## src/rtl/capture_lock_if.sv

```systemverilog
// Capture-lock bundle: frontend timing measurements in, scanconverter enable and
// lock status out. The frontend/testbench side uses master, the controller uses slave.
interface capture_lock_if;
    logic        sync_active_i;
    logic        frame_change_i;
    logic [10:0] vtotal_i;
    logic        interlace_i;
    logic        relock_req_i;
    logic        sc_enable_o;
    logic [1:0]  lock_state_o;
    logic        resync_toggle_o;
    logic [7:0]  lost_cnt_o;

    modport master (
        output sync_active_i, frame_change_i, vtotal_i, interlace_i, relock_req_i,
        input  sc_enable_o, lock_state_o, resync_toggle_o, lost_cnt_o
    );

    modport slave (
        input  sync_active_i, frame_change_i, vtotal_i, interlace_i, relock_req_i,
        output sc_enable_o, lock_state_o, resync_toggle_o, lost_cnt_o
    );
endinterface

```

## src/rtl/capture_lock_ctrl.sv

```systemverilog
// Qualifies input timing (sync, vtotal, interlace) before enabling the scanconverter.
// Optional CAPTURE_LOCK_STATS_EN adds the saturating loss-of-lock counter on lost_cnt_o.
module capture_lock_ctrl #(
    parameter int unsigned LOCK_FRAMES    = 3,
    parameter int unsigned VTOTAL_TOL     = 1,
    parameter int unsigned FRAME_TIMEOUT  = 2097151,
    parameter int unsigned HOLDOFF_CYCLES = 65535
) (
    input  logic           TVP_PCLK_i,
    input  logic           po_reset_n,
    capture_lock_if.slave  bus
);

    localparam logic [1:0] ST_IDLE    = 2'd0;
    localparam logic [1:0] ST_ACQUIRE = 2'd1;
    localparam logic [1:0] ST_LOCKED  = 2'd2;
    localparam logic [1:0] ST_HOLDOFF = 2'd3;

    localparam logic [3:0]  LOCK_N    = 4'(LOCK_FRAMES);
    localparam logic [11:0] TOL       = 12'(VTOTAL_TOL);
    localparam logic [20:0] TMO_LIMIT = 21'(FRAME_TIMEOUT);
    localparam logic [15:0] HOLD_LAST = 16'(HOLDOFF_CYCLES - 1);

    logic [1:0]  state_q, state_d;
    logic [10:0] ref_vtotal_q, ref_vtotal_d;
    logic        ref_il_q, ref_il_d;
    logic        ref_vld_q, ref_vld_d;
    logic [3:0]  stable_q, stable_d;
    logic [20:0] tmo_q, tmo_d;
    logic [15:0] hold_q, hold_d;
    logic        sc_en_q;
    logic        toggle_q, toggle_d;
    logic [2:0]  relock_q;
    logic        lost_evt;

    // [0],[1] are the synchronizer stages, [2] is the previous synced level
    logic relock_edge;
    assign relock_edge = relock_q[1] & ~relock_q[2];

    logic [11:0] vt_a, vt_b, vt_diff;
    logic        frame_match, tmo_hit;
    assign vt_a        = {1'b0, bus.vtotal_i};
    assign vt_b        = {1'b0, ref_vtotal_q};
    assign vt_diff     = (vt_a >= vt_b) ? (vt_a - vt_b) : (vt_b - vt_a);
    assign frame_match = (vt_diff <= TOL) && (bus.interlace_i == ref_il_q);
    assign tmo_hit     = (tmo_q >= TMO_LIMIT);

    always_comb begin
        state_d      = state_q;
        ref_vtotal_d = ref_vtotal_q;
        ref_il_d     = ref_il_q;
        ref_vld_d    = ref_vld_q;
        stable_d     = stable_q;
        hold_d       = hold_q;
        tmo_d        = tmo_q;
        lost_evt     = 1'b0;

        if ((state_q == ST_ACQUIRE || state_q == ST_LOCKED) && tmo_q != '1)
            tmo_d = tmo_q + 21'd1;

        case (state_q)
            ST_IDLE: begin
                if (bus.sync_active_i) begin
                    state_d   = ST_ACQUIRE;
                    ref_vld_d = 1'b0;
                    stable_d  = 4'd0;
                end
            end
            ST_ACQUIRE: begin
                if (!bus.sync_active_i) begin
                    state_d = ST_IDLE;
                end else if (bus.frame_change_i) begin
                    tmo_d = '0;
                    if (ref_vld_q && frame_match) begin
                        stable_d = stable_q + 4'd1;
                        if (stable_q + 4'd1 == LOCK_N)
                            state_d = ST_LOCKED;
                    end else begin
                        ref_vtotal_d = bus.vtotal_i;
                        ref_il_d     = bus.interlace_i;
                        ref_vld_d    = 1'b1;
                        stable_d     = 4'd0;
                    end
                end else if (tmo_hit) begin
                    state_d = ST_IDLE;
                end
            end
            ST_LOCKED: begin
                if (!bus.sync_active_i || (bus.frame_change_i && !frame_match) ||
                    (!bus.frame_change_i && tmo_hit)) begin
                    state_d  = ST_HOLDOFF;
                    hold_d   = 16'd0;
                    lost_evt = 1'b1;
                end else if (bus.frame_change_i) begin
                    tmo_d = '0;
                end
            end
            default: begin
                if (hold_q == HOLD_LAST)
                    state_d = ST_IDLE;
                else
                    hold_d = hold_q + 16'd1;
            end
        endcase

        // CPU relock overrides everything, including a loss detected this cycle
        if (relock_edge) begin
            state_d  = ST_HOLDOFF;
            hold_d   = 16'd0;
            lost_evt = 1'b0;
        end

        if (state_d != state_q)
            tmo_d = '0;
    end

    assign toggle_d = toggle_q ^ lost_evt;

    always_ff @(posedge TVP_PCLK_i or negedge po_reset_n) begin
        if (!po_reset_n) begin
            state_q      <= ST_IDLE;
            ref_vtotal_q <= '0;
            ref_il_q     <= 1'b0;
            ref_vld_q    <= 1'b0;
            stable_q     <= '0;
            tmo_q        <= '0;
            hold_q       <= '0;
            sc_en_q      <= 1'b0;
            toggle_q     <= 1'b0;
            relock_q     <= '0;
        end else begin
            state_q      <= state_d;
            ref_vtotal_q <= ref_vtotal_d;
            ref_il_q     <= ref_il_d;
            ref_vld_q    <= ref_vld_d;
            stable_q     <= stable_d;
            tmo_q        <= tmo_d;
            hold_q       <= hold_d;
            sc_en_q      <= (state_d == ST_LOCKED);
            toggle_q     <= toggle_d;
            relock_q     <= {relock_q[1:0], bus.relock_req_i};
        end
    end

`ifdef CAPTURE_LOCK_STATS_EN
    logic [7:0] lost_q;
    always_ff @(posedge TVP_PCLK_i or negedge po_reset_n) begin
        if (!po_reset_n)
            lost_q <= '0;
        else if (lost_evt && lost_q != 8'hFF)
            lost_q <= lost_q + 8'd1;
    end
    assign bus.lost_cnt_o = lost_q;
`else
    assign bus.lost_cnt_o = 8'h00;
`endif

    assign bus.sc_enable_o     = sc_en_q;
    assign bus.lock_state_o    = state_q;
    assign bus.resync_toggle_o = toggle_q;

endmodule

```

## src/flat_wrapper.sv

```systemverilog
// flat-port wrapper written by rule: the top's interface ports become plain ports
module capture_lock_ctrl_flat 
#(
    parameter int unsigned LOCK_FRAMES    = 3,
    parameter int unsigned VTOTAL_TOL     = 1,
    parameter int unsigned FRAME_TIMEOUT  = 2097151,
    parameter int unsigned HOLDOFF_CYCLES = 65535
)
  (TVP_PCLK_i, po_reset_n, bus_sync_active_i, bus_frame_change_i, bus_vtotal_i, bus_interlace_i, bus_relock_req_i, bus_sc_enable_o, bus_lock_state_o, bus_resync_toggle_o, bus_lost_cnt_o);
  capture_lock_if bus_i ();
  input  logic TVP_PCLK_i;
  input  logic po_reset_n;
  input wire logic [$bits(bus_i.sync_active_i)-1:0] bus_sync_active_i;
  input wire logic [$bits(bus_i.frame_change_i)-1:0] bus_frame_change_i;
  input wire logic [$bits(bus_i.vtotal_i)-1:0] bus_vtotal_i;
  input wire logic [$bits(bus_i.interlace_i)-1:0] bus_interlace_i;
  input wire logic [$bits(bus_i.relock_req_i)-1:0] bus_relock_req_i;
  output wire logic [$bits(bus_i.sc_enable_o)-1:0] bus_sc_enable_o;
  output wire logic [$bits(bus_i.lock_state_o)-1:0] bus_lock_state_o;
  output wire logic [$bits(bus_i.resync_toggle_o)-1:0] bus_resync_toggle_o;
  output wire logic [$bits(bus_i.lost_cnt_o)-1:0] bus_lost_cnt_o;
  assign bus_i.sync_active_i = bus_sync_active_i;
  assign bus_i.frame_change_i = bus_frame_change_i;
  assign bus_i.vtotal_i = bus_vtotal_i;
  assign bus_i.interlace_i = bus_interlace_i;
  assign bus_i.relock_req_i = bus_relock_req_i;
  assign bus_sc_enable_o = bus_i.sc_enable_o;
  assign bus_lock_state_o = bus_i.lock_state_o;
  assign bus_resync_toggle_o = bus_i.resync_toggle_o;
  assign bus_lost_cnt_o = bus_i.lost_cnt_o;
  capture_lock_ctrl #(.LOCK_FRAMES(LOCK_FRAMES), .VTOTAL_TOL(VTOTAL_TOL), .FRAME_TIMEOUT(FRAME_TIMEOUT), .HOLDOFF_CYCLES(HOLDOFF_CYCLES)) u_core (.TVP_PCLK_i(TVP_PCLK_i), .po_reset_n(po_reset_n), .bus(bus_i));
endmodule
```

## config.mk

```make
export PLATFORM = sky130hd
export DESIGN_NAME = capture_lock_ctrl_flat
export DESIGN_NICKNAME = d
export VERILOG_FILES = /design/src/rtl/capture_lock_if.sv /design/src/rtl/capture_lock_ctrl.sv /design/src/flat_wrapper.sv
export SDC_FILE = /design/constraint.sdc
export NUM_CORES = 1
export LEC_CHECK = 0
export ABC_AREA = 1
export CORE_MARGIN = 2
export CORE_UTILIZATION = 45
export CTS_CLUSTER_SIZE = 30
export DETAILED_ROUTE_END_ITERATION = 8
export GPL_ROUTABILITY_DRIVEN = 1
export GPL_TIMING_DRIVEN = 0
export PLACE_DENSITY = 0.71
export SYNTH_ARGS = -nofsm -noshare
export SYNTH_HDL_FRONTEND = slang
export SYNTH_SLANG_ARGS = --single-unit
```

## constraint.sdc

```tcl
create_clock -name TVP_PCLK_i -period 2.58 [get_ports TVP_PCLK_i]
set_input_delay 0.387 -clock TVP_PCLK_i [delete_from_list [all_inputs] [get_ports TVP_PCLK_i]]
set_output_delay 0.387 -clock TVP_PCLK_i [all_outputs]
set_load 0.01 [all_outputs]
```

======== After elaboration in Yosys (flattened, before gate mapping) ========
Cells that the tools add are included.
storage, ports and cells
  memories ................................ 0
  memory bits (read-only) ................. 0
  word-level logic and storage cells ...... 89
  flip-flop bits (word level) ............. 61
  bits in latches ......................... 0
  bits in writable memories ............... 0
  output and inout bits ................... 12
  bits of input ports ..................... 17
operators by class
  multiplexer cells ....................... 34
  equal/unequal tests ..................... 15
  shifts and indexed selects .............. 0
  div/mod/pow operators ................... 0
  order comparisons ....................... 3
  multiply operators ...................... 0
  bitwise operators ....................... 4
  reduce and logical (&&, ||, !) cells .... 18
  $add $sub $neg .......................... 5
operators with widths
  cell                                                                               count
  21-bit two-way mux                                                                 5
  16-bit two-way mux                                                                 3
  21-bit case mux with 2 select lines                                                1
  16-bit case mux with 2 select lines                                                1
  11-bit by 11-bit subtractor with 12-bit output                                     2
  21-bit by 1-bit adder with 21-bit output, second input constant                    1
  21-bit >= comparator, second input constant                                        1
  21-bit != test, second input constant                                              1
  2-bit two-way mux                                                                  9
  16-bit by 1-bit adder with 16-bit output, second input constant                    1
  16-bit equality test, second input constant                                        1
  4-bit two-way mux                                                                  4
  12-bit by 1-bit less-or-equal comparator with 1-bit output, second input constant  1
  12-bit two-way mux                                                                 1
  11-bit >= comparator                                                               1
  2-bit != test, second input constant                                               4
  4-bit case mux with 2 select lines                                                 1
  4-bit AND reduction                                                                2
  1-bit two-way mux                                                                  7
  2-bit case mux with 3 select lines                                                 1
  1-bit logical AND                                                                  5
  5-bit AND reduction                                                                1
  4-bit by 1-bit adder with 4-bit output, second input constant                      1
  2-bit equality test, second input constant                                         2
  other kinds (17)                                                                   22

======== Depth between registers and ports, before layout ========
Gate-level depths: netlist of the first run.
  depth in word-level cells ............... 13
  mapped depth ............................ 26
  depth with buffers taken out ............ 24

======== Worst setup path after synthesis of the first run ========
No wires, ideal clock.
  path type ............................... input to register
  start point ............................. input bus_vtotal_i[0]
  end point ............................... register u_core.tmo_q[6]
  arrival ................................. 2662 ps
  path slack .............................. -153 ps
  buffers on the path ..................... 1
  data required time ...................... 2509 ps
  setup time .............................. 71 ps
  cell stages on the path ................. 22
  cell sequence ........................... inv_1 ha_1 inv_1 fa_1 nand3_1 nand3_1 nand2_1 nand2_4 nand2_4 nand2_1 nand2_1 inv_1 nor3_2 nand4_1 o21bai_1 nand2_1 nand2_2 nand2_1 nand2_1 nand3_2 buf_6 nor2_1
on the way
  word-level cells in the longest chain between the ends .. 13
  elaborated cells on any way between the ends .. 21
  classes of those cells .................. add/sub: 2; order compare: 2; eq/ne: 1; mux: 10; reduce/logical: 6
ends and longest elaborated chain
  what                                                                                    line                      source
  start: declaration                                                                      flat_wrapper.sv:15        input wire logic [$bits(bus_i.vtotal_i)-1:0] bus_vtotal_i;
  11-bit by 11-bit subtractor with 12-bit output or 11-bit >= comparator (tied branches)  capture_lock_ctrl.sv:44   assign vt_diff = (vt_a >= vt_b) ? (vt_a - vt_b) : (vt_b - vt_a);
  12-bit two-way mux (*)                                                                  capture_lock_ctrl.sv:44
  12-bit by 1-bit less-or-equal comparator with 1-bit output (*)                          capture_lock_ctrl.sv:45   assign frame_match = (vt_diff <= TOL) && (bus.interlace_i == ref_il_q);
  1-bit logical AND (*)                                                                   capture_lock_ctrl.sv:45
  1-bit zero test                                                                         capture_lock_ctrl.sv:89   if (!bus.sync_active_i || (bus.frame_change_i && !frame_match) ||
  1-bit logical AND                                                                       capture_lock_ctrl.sv:89
  1-bit logical OR (2 in a row)                                                           capture_lock_ctrl.sv:89
  2-bit two-way mux                                                                       capture_lock_ctrl.sv:89
  2-bit case mux with 3 select lines (*)                                                  capture_lock_ctrl.sv:61   case (state_q)
  2-bit two-way mux (*)                                                                   capture_lock_ctrl.sv:107  if (relock_edge) begin
  via u_core.state_d[1]                                                                   capture_lock_ctrl.sv:24   logic [1:0] state_q, state_d;
  2-bit != test (*)                                                                       capture_lock_ctrl.sv:113  if (state_d != state_q)
  21-bit two-way mux (*)                                                                  capture_lock_ctrl.sv:113
  via u_core.tmo_d[6]                                                                     capture_lock_ctrl.sv:29   logic [20:0] tmo_q, tmo_d;
  end signal: assignment                                                                  capture_lock_ctrl.sv:137  tmo_q <= tmo_d;
  end: declaration                                                                        capture_lock_ctrl.sv:29
The timed path passes the listed nets; every way through them passes the cells marked *.
A chain may end at the register's enable or synchronous reset.

======== Worst setup path in the final report of the first run ========
  start point ............................. register u_core.ref_vtotal_q[0]
  end point ............................... register u_core.ref_il_q
on the way
  word-level cells in the longest chain between the ends .. 7
  elaborated cells on any way between the ends .. 9
  classes of those cells .................. add/sub: 2; order compare: 2; mux: 1; bitwise: 1; reduce/logical: 3
ends and longest elaborated chain
  what                                                                                    line                      source
  start: declaration                                                                      capture_lock_ctrl.sv:25   logic [10:0] ref_vtotal_q, ref_vtotal_d;
  start signal: assignment                                                                capture_lock_ctrl.sv:133  ref_vtotal_q <= ref_vtotal_d;
  11-bit by 11-bit subtractor with 12-bit output or 11-bit >= comparator (tied branches)  capture_lock_ctrl.sv:44
  12-bit two-way mux (*)                                                                  capture_lock_ctrl.sv:44
  12-bit by 1-bit less-or-equal comparator with 1-bit output (*)                          capture_lock_ctrl.sv:45
  1-bit logical AND (*)                                                                   capture_lock_ctrl.sv:45
  1-bit logical AND (*)                                                                   capture_lock_ctrl.sv:74   if (ref_vld_q && frame_match) begin
  1-bit inverter (no line) (*)                                                            --
  4-bit AND reduction (no line) (*)                                                       --
  end signal: assignment                                                                  capture_lock_ctrl.sv:134  ref_il_q <= ref_il_d;
  end: declaration                                                                        capture_lock_ctrl.sv:26   logic ref_il_q, ref_il_d;
Every way passes the cells marked *; elsewhere a longest branch is shown, timed or not.

==> results of run 1 <==
what timing repair did:
action                                  in CTS  in global routing
gates resized for setup                    155                 63
buffers inserted                            42                  9
pin swaps                                   22                 27
hold buffers                                 0                  0
endpoints found under the setup margin      57                 57
endpoints found under the hold margin        0                  0
cloned                                       6                  1
kinds of logic after synthesis:
| logic type | count (synthesis) |
|---|---|
| DFF | 61 |
| buffers and inverters | 141 |
| other | 1 |
| and+or+nand+nor | 423 |
| muxes | 1 |
| AOI/OAI and AO/OA | 73 |
| xor gates and xnor gates | 15 |
| adders and majority gates | 33 |
layer usage:
metal,routed length [um],GRT usage [%],vias to the layer above
met5,0,0,-
met4,315,8.590,0
met3,693,5.928,31
met2,6893,39.86,113
met1,6115,31.03,2392
li1,-,-,2561
per-stage QoR:
| step | setup TNS [ps] | cell area (um2) | total power [mW] |
|---|---|---|---|
| after floorplan | -51.54 | 5120 | 1.247 |
| after global placement | -116010 | 5495 | 1.350 |
| after detailed placement | -56150 | 5493 | 1.362 |
| after CTS | -19300 | 6514 | 2.395 |
| after global routing | -33520 | 6829 | 2.555 |
| final | -23060 | 6829 | 2.443 |
synth_stat cells (2+ instances only):
library cell  count  area [um2]
nand2_1         216       810.8
inv_1           120       450.4
dfrtp_1          61        1526
nor2_1           57       214.0
nand3_1          55       275.3
ha_1             31       387.9
o21ai_0          31       155.2
nand4_1          25       156.4
nor2_2           19       118.9
a21oi_1          18       90.09
nor3_1           17       85.08
xor2_1           14       122.6
nand2_2           9       56.30
buf_4             8       60.06
buf_2             7       35.03
or2_2             6       37.54
a31oi_1           4       25.02
nor3b_1           4       30.03
o22ai_1           4       25.02
nand2_4           3       33.78
nand3b_1          3       22.52
nor4_1            3       18.77
a31o_2            2       17.52
buf_6             2       22.52
clkbuf_1          2       7.510
fa_1              2       40.04
inv_2             2       7.510
nand3_2           2       20.02
o211ai_1          2       15.01
o21a_1            2       15.01
o21ai_2           2       17.52
o21bai_1          2       15.01
o31ai_1           2       15.01
worst max-delay path by stage:
stage | start | to | depth (start not counted)
2_1_floorplan | u_core.ref_vtotal_q[0] | u_core.tmo_q[7] | 21
3_3_place_gp | bus_vtotal_i[0] | u_core.ref_vtotal_q[9] | 19
3_5_place_dp | bus_vtotal_i[0] | u_core.ref_vtotal_q[5] | 19
4_1_cts | u_core.ref_vtotal_q[0] | u_core.tmo_q[7] | 22
5_1_grt | u_core.ref_vtotal_q[2] | u_core.tmo_q[7] | 23
6_report | u_core.ref_vtotal_q[0] | u_core.ref_il_q | 20
power breakdown:
part | internal, mW | switching [mW] | total [mW] | leakage, nW
logic | 0.209 | 0.285 | 0.494 | 2.34
registers | 0.982 | 0.0249 | 1.01 | 0.826
clock network | 0.539 | 0.403 | 0.942 | 0.103
total | 1.73 | 0.713 | 2.44 | 3.27
worst max-delay path, delay by kind of cell, from the launching register on:
| kind | cells | cell delay (ps) |
|---|---|---|
| adders and majority gates | 2 | 530 |
| and+or+nand+nor | 10 | 1130 |
| muxes | 1 | 310 |
| DFF | 1 | 410 |
| AOI/OAI and AO/OA | 1 | 110 |
| buffers and inverters | 6 | 550 |
cell type report:
type | instances | area, um2 | share of cell area, %
inverters | 122 | 479.2 | 7.017
repair buffers | 77 | 698.2 | 10.22
flip-flops and latches | 61 | 1528 | 22.37
well taps | 140 | 175.2 | 2.565
clock inverters | 4 | 73.82 | 1.081
multi-input cells | 553 | 3548 | 51.96
clock buffers | 11 | 131.4 | 1.924
plain buffers | 19 | 195.2 | 2.858
state kept, by name (all words and copies together), names as in the netlist:
register	flops
u_core.hold_q	16
u_core.bus.lock_state_o	2
u_core.ref_vtotal_q	11
u_core.ref_vld_q	1
u_core.ref_il_q	1
u_core.bus.sc_enable_o	1
u_core.bus.resync_toggle_o	1
u_core.relock_q	3
u_core.stable_q	4
u_core.tmo_q	21
==> flow_summary.ini, run 1 <==
[outcome]
status = complete, but fails checks
violations = negative setup slack

[floorplan]
die-area_um2 = 12020
core_area_um2 = 10840
start_util_pct = 46.31
chipWidth_um = 109.6
rows = 38
die_h_um = 109.6
io_pins = 29

[cells_and_area]
final_util_pct = 63.00
antenna_cells = 0
nNetsFinal = 893
synthToLayoutAreaGrowth_pct = 36.04
layout_common_cells = nand2_1, inv_1, dfrtp_1
nFillCells = 943
layout_commonest_cell = nand2_1
final_cells = 987
drive_above_1_share_pct = 30.22

[logic_synthesis]
synthesis.area_um2 = 5020
synth_cells = 748
ys.flop_type = dfrtp_1
synth_fa_ha_area_share_pct = 8.524
yosys.area_share.simple_pct = 38.16
synth_edf_count = 0
synth_top_family_by_area = simple AND/OR/NAND/NOR gates
syn_area_per_cell_um2 = 6.711
synth-compound-area-share_pct = 8.375
ys_seq_area_share_pct = 30.41
synthMuxAreaShare_pct = 0.2243
ys_types = 44
synth-seq-cells = 61
synth-warning-count = 0
synth_xor_area_share_pct = 2.617
ys_async_sr_fraction_pct = 100.0

[global_route]
grt_pass1_wl_mm = 22.90
grt.total_usage_pct = 24.25
overflow = 0
grt_pass1_vias = 5062
antenna_found_initial = 0
grt_max_degree = 62

[sta]
worstMarginPinSlew_ps = 821.3
setup_slack_ps = -582.6
min_period_over_period_pct = 122.6
hold_viol = 0
setup-violations-final = 56
fmax_mhz = 316.2
drv_slew = 0
slew_headroom_pct = 45.24
period_needed_ps = 3163
skew_ps = 20.93
rsz0062_at_grt = yes
fin_hold_ws_ps = 103.3

[drt]
routed_wl_mm = 14.02
viasPerCell = 5.164
drtAntennaViolNets = 0
route.detailed.drc = 0
drtIter0Drc = 287
dr.pass1.iters = 4
post_drt_wl_per_cell_um = 14.20
num_vias = 5097

[clock_network]
clock_latency_ps = 370
clockRootBuffer = clkbuf_8
numClockSinks = 61
cts_buffers = 9
clk_pin_slew_worst_paths_ps = 80
cts_max_level = 3
clk_path_buf_depth = 2
cts_tree = built

[min_path]
min_path_type = input pin to asynchronous set/reset pin

[job]
drv_cap = 0

[placed_design]
globalplace.congestion = 0.9480
dpl.hpwl_mm = 8.992
pre_cts_ws_ps = -1287
dp.cells = 915
io_buffers = 20

[worst_setup_path]
crit_type = flip-flop to flip-flop
reg2reg_to = u_core.ref_il_q
start_kind = flip-flop
path_cells = ha_4 -> inv_4 -> fa_2 -> nand3_4 -> nand3_2 -> nand2_2 -> nand2_4 -> buf_6 -> a21oi_2 -> nand3_1 -> nand2_2 -> buf_4 -> buf_6 -> buf_4 -> buf_4 -> nand2_2 -> nor3b_2 -> nand4_1 -> nand2_4 -> mux2_4
cp_data_arrival_time_ps = 3410
required_ps = 2820
cp_max_fo = 6
r2r_cells = 20
reg2reg_from = u_core.ref_vtotal_q[0]
r2r_setup_slack_ps = -580
end_kind = flip-flop
worst_path_largest_cell_delay_ps = 410
cpMaxStageDelayCell = dfrtp_1

[pwr]
leakagePower_nw = 3.274
p_per_area_nw_per_um2 = 357.7
ir_worst_vdd_mv = 0.2928
Power figures use the tool's default switching activity.
==> inputs of run 2 (changes only) <==
--- a/config.mk
+++ b/config.mk
@@ -6,13 +6,12 @@
 export NUM_CORES = 1
 export LEC_CHECK = 0
 export ABC_AREA = 1
-export CORE_MARGIN = 2
 export CORE_UTILIZATION = 45
 export CTS_CLUSTER_SIZE = 30
 export DETAILED_ROUTE_END_ITERATION = 8
 export GPL_ROUTABILITY_DRIVEN = 1
 export GPL_TIMING_DRIVEN = 0
-export PLACE_DENSITY = 0.71
+export PLACE_DENSITY = 0.65
 export SYNTH_ARGS = -nofsm -noshare
 export SYNTH_HDL_FRONTEND = slang
 export SYNTH_SLANG_ARGS = --single-unit
==> flow_summary.ini, run 2 (same netlist as run 1, synthesis figures left out) <==
[drt]
dr.pass1.iters = 7
drtIter0Drc = 325
viasPerCell = 5.321
num_vias = 5188
route.detailed.drc = 0
routed_wl_mm = 13.46
post_drt_wl_per_cell_um = 13.81
drtAntennaViolNets = 0

[worst_setup_path]
cp_data_arrival_time_ps = 3370
end_kind = flip-flop
worst_path_largest_cell_delay_ps = 500
crit_type = input pin to flip-flop
cp_common_cell = nand2_2
required_ps = 2880
r2r_cells = 22
reg2reg_to = u_core.tmo_q[1]
path_cells = clkdlybuf4s50_1 -> ha_2 -> nand2_2 -> nand2_2 -> nand2_1 -> nand2_2 -> inv_2 -> o21ai_4 -> buf_12 -> buf_12 -> nand2_4 -> buf_4 -> nand2_1 -> nand2_2 -> nor3_2 -> nand4_1 -> o21bai_1 -> nand2_2 -> nand2_2 -> nand2_1 -> nand2_2 -> nand3_4 -> clkbuf_16 -> nor2_2
r2r_setup_slack_ps = -480
start_kind = input pin
cp_max_fo = 5
cpMaxStageDelayCell = clkdlybuf4s50_1
reg2reg_from = u_core.ref_vtotal_q[0]

[min_path]
min_path_type = input pin to asynchronous set/reset pin

[floorplan]
rows = 38
chipWidth_um = 107.6
start_util_pct = 46.31
io_pins = 29
core_area_um2 = 10840
die_h_um = 107.6
die-area_um2 = 11580

[pwr]
comb_power_share_pct = 18.7
p_sw_uw = 720.8
p_sw_share_pct = 30.17
pwr-share-clk_pct = 39.1
internal_power_mw = 1.669
p_per_area_nw_per_um2 = 362.9
leakagePower_nw = 3.206
ir_worst_vdd_mv = 0.4429
pwr-share-seq_pct = 42.2

[clock_network]
cts_max_level = 3
clock_latency_ps = 370
clockRootBuffer = clkbuf_8
ctsHoldBuffers = 0
cts_tree = built
clk_path_buf_depth = 2
numClockSinks = 61
clk_pin_slew_worst_paths_ps = 80
cts_buffers = 9

[sta]
skew_ps = 14.49
min_period_over_period_pct = 118.7
drv_slew = 0
setup-violations-final = 54
fmax_mhz = 326.5
period_needed_ps = 3062
slew_headroom_pct = 46.42
hold_viol = 0
setup_slack_ps = -482.5
fin_hold_ws_ps = 69.95
rsz0062_at_grt = yes
worstMarginPinSlew_ps = 803.7

[cells_and_area]
stdcell_area_um2 = 6584
synthToLayoutAreaGrowth_pct = 31.16
antenna_cells = 0
drive_above_1_share_pct = 26.47
layout_commonest_cell = nand2_1
top_regs = u_core.tmo_q x21, u_core.hold_q x16, u_core.ref_vtotal_q x11
nNetsFinal = 880
layout_common_cells = nand2_1, inv_1, dfrtp_1
top_register = u_core.tmo_q
nFillCells = 973
largest_register_ffs = 21

[placed_design]
dpl_cell_area_um2 = 5493
io_buffers = 20
globalplace.congestion = 0.9215
dpl.hpwl_mm = 9.049

[global_route]
grt_max_degree = 62
overflow = 0
grt_pass1_vias = 4728
grt_pass1_wl_mm = 21.69
antenna_found_initial = 0
grt.total_usage_pct = 23.87

[job]
drv_cap = 0

[outcome]
violations = negative setup slack
status = complete, but fails checks
==> run 2: cell types whose count changed in the layout (fill, tap and decap cells not counted), moves of 6 or more <==
cell,change
nor2_4,-15
nor2_2,+11
buf_4,-10
nand2_1,+10
buf_6,-6
o21ai_0,+6
nand2_2,-12
==> run 2: final cells by class <==
type                            count  area, um2  share of cell area [%]
Tap cell                          140      175.2                   2.661
Sequential cell                    61       1526                   23.19
Inverter                          122      475.5                   7.222
Multi-Input combinational cell    554       3387                   51.44
Timing Repair Buffer               63      618.1                   9.388
Buffer                             19      192.7                   2.927
Clock buffer                       12      155.1                   2.357
Clock inverter                      4      53.80                  0.8172
==> run 2: worst max path at each step <==
stage / from / end / cells after the start
after floorplan: u_core.ref_vtotal_q[0] / u_core.tmo_q[7] / 21
after global placement: bus_vtotal_i[0] / u_core.ref_vtotal_q[9] / 19
after detailed placement: bus_vtotal_i[0] / u_core.ref_vtotal_q[4] / 19
after CTS: u_core.ref_vtotal_q[0] / u_core.tmo_q[8] / 21
after global routing: bus_vtotal_i[8] / u_core.tmo_q[12] / 23
final: bus_vtotal_i[8] / u_core.tmo_q[1] / 24
==> run 2: repair_timing <==
item	CTS	global route
endpoints found under the setup margin	57	57
gates resized for setup	104	55
pin swaps	21	34
buffers inserted	26	12
gates cloned	5	2
==> run 2: power groups by stage <==
stage          combinational (mW)  sequential [mW]  clock, mW
6_report                    0.447             1.01      0.935
3_3_place_gp                0.326             1.02          0
5_1_grt                     0.492             1.01      0.994
2_1_floorplan               0.229             1.02          0
3_5_place_dp                0.334             1.03          0
4_1_cts                     0.407             1.01      0.948
==> run 2: per-layer routing <==
layer,track usage [%],vias up,routed length (um)
li1,-,2534,-
met1,32.16,2447,6158
met2,37.55,173,6219
met3,5.024,34,789
met4,8.708,0,293
met5,0,-,0
==> run 2: through the flow <==
stage                     setup TNS, ps  util [%]  worst slack, ps  cells  power (mW)
after floorplan                  -51.54         -           -16.66    755       1.247
after global placement          -115220     50.69            -1189    915       1.350
after detailed placement         -55180     50.67            -1228    915       1.359
after CTS                        -14710     57.93           -439.8    962       2.362
after global routing             -26260     60.73           -700.9    975       2.495
final                            -16340     60.73           -482.5    975       2.389
==> run 2: worst max-delay path: cells and delay by family <==
| kind | cells | cell delay [ps] |
|---|---|---|
| AO/OA/AOI/OAI | 2 | 270 |
| adder cells (fa/ha/maj) | 1 | 200 |
| AND/OR/NAND/NOR | 15 | 1350 |
| buffers and inverters | 6 | 1150 |
==> inputs of run 3 (changes only) <==
--- a/config.mk
+++ b/config.mk
@@ -9,7 +9,7 @@
 export CORE_UTILIZATION = 45
 export CTS_CLUSTER_SIZE = 30
 export DETAILED_ROUTE_END_ITERATION = 8
-export GPL_ROUTABILITY_DRIVEN = 1
+export GPL_ROUTABILITY_DRIVEN = 0
 export GPL_TIMING_DRIVEN = 0
 export PLACE_DENSITY = 0.65
 export SYNTH_ARGS = -nofsm -noshare
==> flow_summary.ini, run 3 (same netlist as run 1, synthesis figures left out) <==
[job]
drv_cap = 0

[pwr]
p_per_area_nw_per_um2 = 350.0
power_mw = 2.350
leakagePower_nw = 3.208
ir_worst_vdd_mv = 0.3145

[clock_network]
cts_tree = built
cts_buffers = 9
clock_latency_ps = 370
numClockSinks = 61
cts_max_level = 3
clk_path_buf_depth = 2
clk_pin_slew_worst_paths_ps = 80
clockRootBuffer = clkbuf_8
ctsHoldBuffers = 0

[min_path]
min_path_type = input pin to asynchronous set/reset pin

[cells_and_area]
multi_input_area_um2 = 3561
antenna_cells = 0
stdcell_area_um2 = 6713
top_regs = u_core.tmo_q x21, u_core.hold_q x16, u_core.ref_vtotal_q x11
nNetsFinal = 873
layout_common_cells = nand2_1, inv_1, dfrtp_1
synthToLayoutAreaGrowth_pct = 33.72
ff_latch_area_um2 = 1529
nFillCells = 961
final_util_pct = 61.92
layout_commonest_cell = nand2_1
largest_register_ffs = 21
top_register = u_core.tmo_q
drive_above_1_share_pct = 29.14

[worst_setup_path]
crit_type = flip-flop to flip-flop
r2r_setup_slack_ps = -540
cpMaxStageDelayCell = dfrtp_1
worst_path_largest_cell_delay_ps = 410
reg2reg_from = u_core.ref_vtotal_q[0]
cp_common_cell = nand2_2
path_cells = ha_4 -> inv_4 -> fa_2 -> nand3_4 -> nand3_2 -> nand2_2 -> nand2_4 -> nand2_8 -> buf_6 -> nand2_2 -> nand2_2 -> inv_2 -> nor3_4 -> nand4_1 -> o21bai_1 -> nand2_1 -> nand2_2 -> nand2_2 -> nand2_2 -> nand3_4 -> clkbuf_16 -> nor2_4
r2r_cells = 22
cp_data_arrival_time_ps = 3420
reg2reg_to = u_core.tmo_q[15]
cp_max_fo = 6
end_kind = flip-flop
start_kind = flip-flop
cp-endpoint = u_core.tmo_q[15]
required_ps = 2870
critical_path.startpoint = u_core.ref_vtotal_q[0]

[global_route]
antenna_found_initial = 0
grt_pass1_wl_mm = 21.28
grt.total_usage_pct = 23.55
grt_max_degree = 62
overflow = 0
grt_pass1_vias = 4663

[sta]
setup_slack_ps = -544.0
hold_viol = 0
tns_ps = -15920
skew_ps = 12.75
rsz0062_at_grt = yes
drv_slew = 0
period_needed_ps = 3124
min_period_over_period_pct = 121.1
slew_headroom_pct = 47.38
fmax_mhz = 320.1
fin_hold_ws_ps = 73.07
setup-violations-final = 55
worstMarginPinSlew_ps = 789.3

[outcome]
status = complete, but fails checks
violations = negative setup slack

[drt]
num_vias = 5024
drtIter0Drc = 293
post_drt_wl_per_cell_um = 13.47
viasPerCell = 5.195
drtAntennaViolNets = 0
routed_wl_mm = 13.02
dr.pass1.iters = 5
route.detailed.drc = 0

[floorplan]
io_pins = 29
die-area_um2 = 11580
die_h_um = 107.6
chipWidth_um = 107.6
core_area_um2 = 10840
rows = 38
start_util_pct = 46.31

[placed_design]
dpl_cell_area_um2 = 5493
dpl.hpwl_mm = 8.803
io_buffers = 20
## run 3: cell types whose count changed in the layout (fill, tap and decap cells not counted), sizes merged
cell,previous run,this run
nand2,229,228
inv,123,122
buf,60,54
dlygate4sd2,9,4
dlymetal6s2s,1,5
clkdlybuf4s15,0,1
## run 3: worst min-delay path by stage
stage                                            end                from  slack (ps)  cells past startpoint
final                         u_core.ref_vtotal_q[2]          po_reset_n          70                      1
after global routing          u_core.ref_vtotal_q[2]          po_reset_n         160                      1
after CTS                     u_core.ref_vtotal_q[2]          po_reset_n         120                      1
after detailed placement          u_core.relock_q[1]  u_core.relock_q[0]         340                      0
after global placement            u_core.relock_q[1]  u_core.relock_q[0]         340                      0
after floorplan           u_core.bus.lock_state_o[0]          po_reset_n          90                      0
## run 3: what timing repair did
action | CTS | global route
pin swaps | 21 | 42
cloned | 4 | 2
gates resized for setup | 100 | 120
endpoints found under the setup margin | 57 | 57
buffers inserted | 20 | 14
## run 3: report_power, final
group | internal [mW] | total [mW] | leakage, nW | switching, mW
sequential | 0.982 | 1.01 | 0.824 | 0.0276
combinational | 0.184 | 0.449 | 2.29 | 0.265
clock | 0.493 | 0.891 | 0.0947 | 0.398
## run 3: per-layer routing
layer	global-route usage (%)	up-vias	share of wire, %
li1	-	2527	-
met1	31.20	2372	46
met2	37.82	113	48
met3	5.630	12	4.6
met4	7.241	0	0.94
met5	0	-	0
## run 3: critical path, delay by kind of cell (launching register included)
family / cells / cell delay [ps]
and+or+nand+nor: 15 / 1450
adders and majority gates: 2 / 520
buffers and inverters: 4 / 410
DFF: 1 / 410
AOI/OAI and AO/OA: 1 / 230
## run 3: metrics by stage
| stage | setup slack [ps] | std cells |
|---|---|---|
| CTS | -469.1 | 954 |
| finish | -544.0 | 967 |
| detailed placement | -1207 | 915 |
| global placement | -1151 | 915 |
| floorplan | -16.66 | 755 |
| global route | -709.3 | 967 |
## run 3: area by class of cell
class | instances | share of cell area (%)
well taps | 140 | 2.610
clock inverters | 3 | 0.6710
flip-flops and latches | 61 | 22.78
inverters | 122 | 7.120
plain buffers | 18 | 2.777
multi-input cells | 553 | 53.05
repair buffers | 58 | 8.686
clock buffers | 12 | 2.311
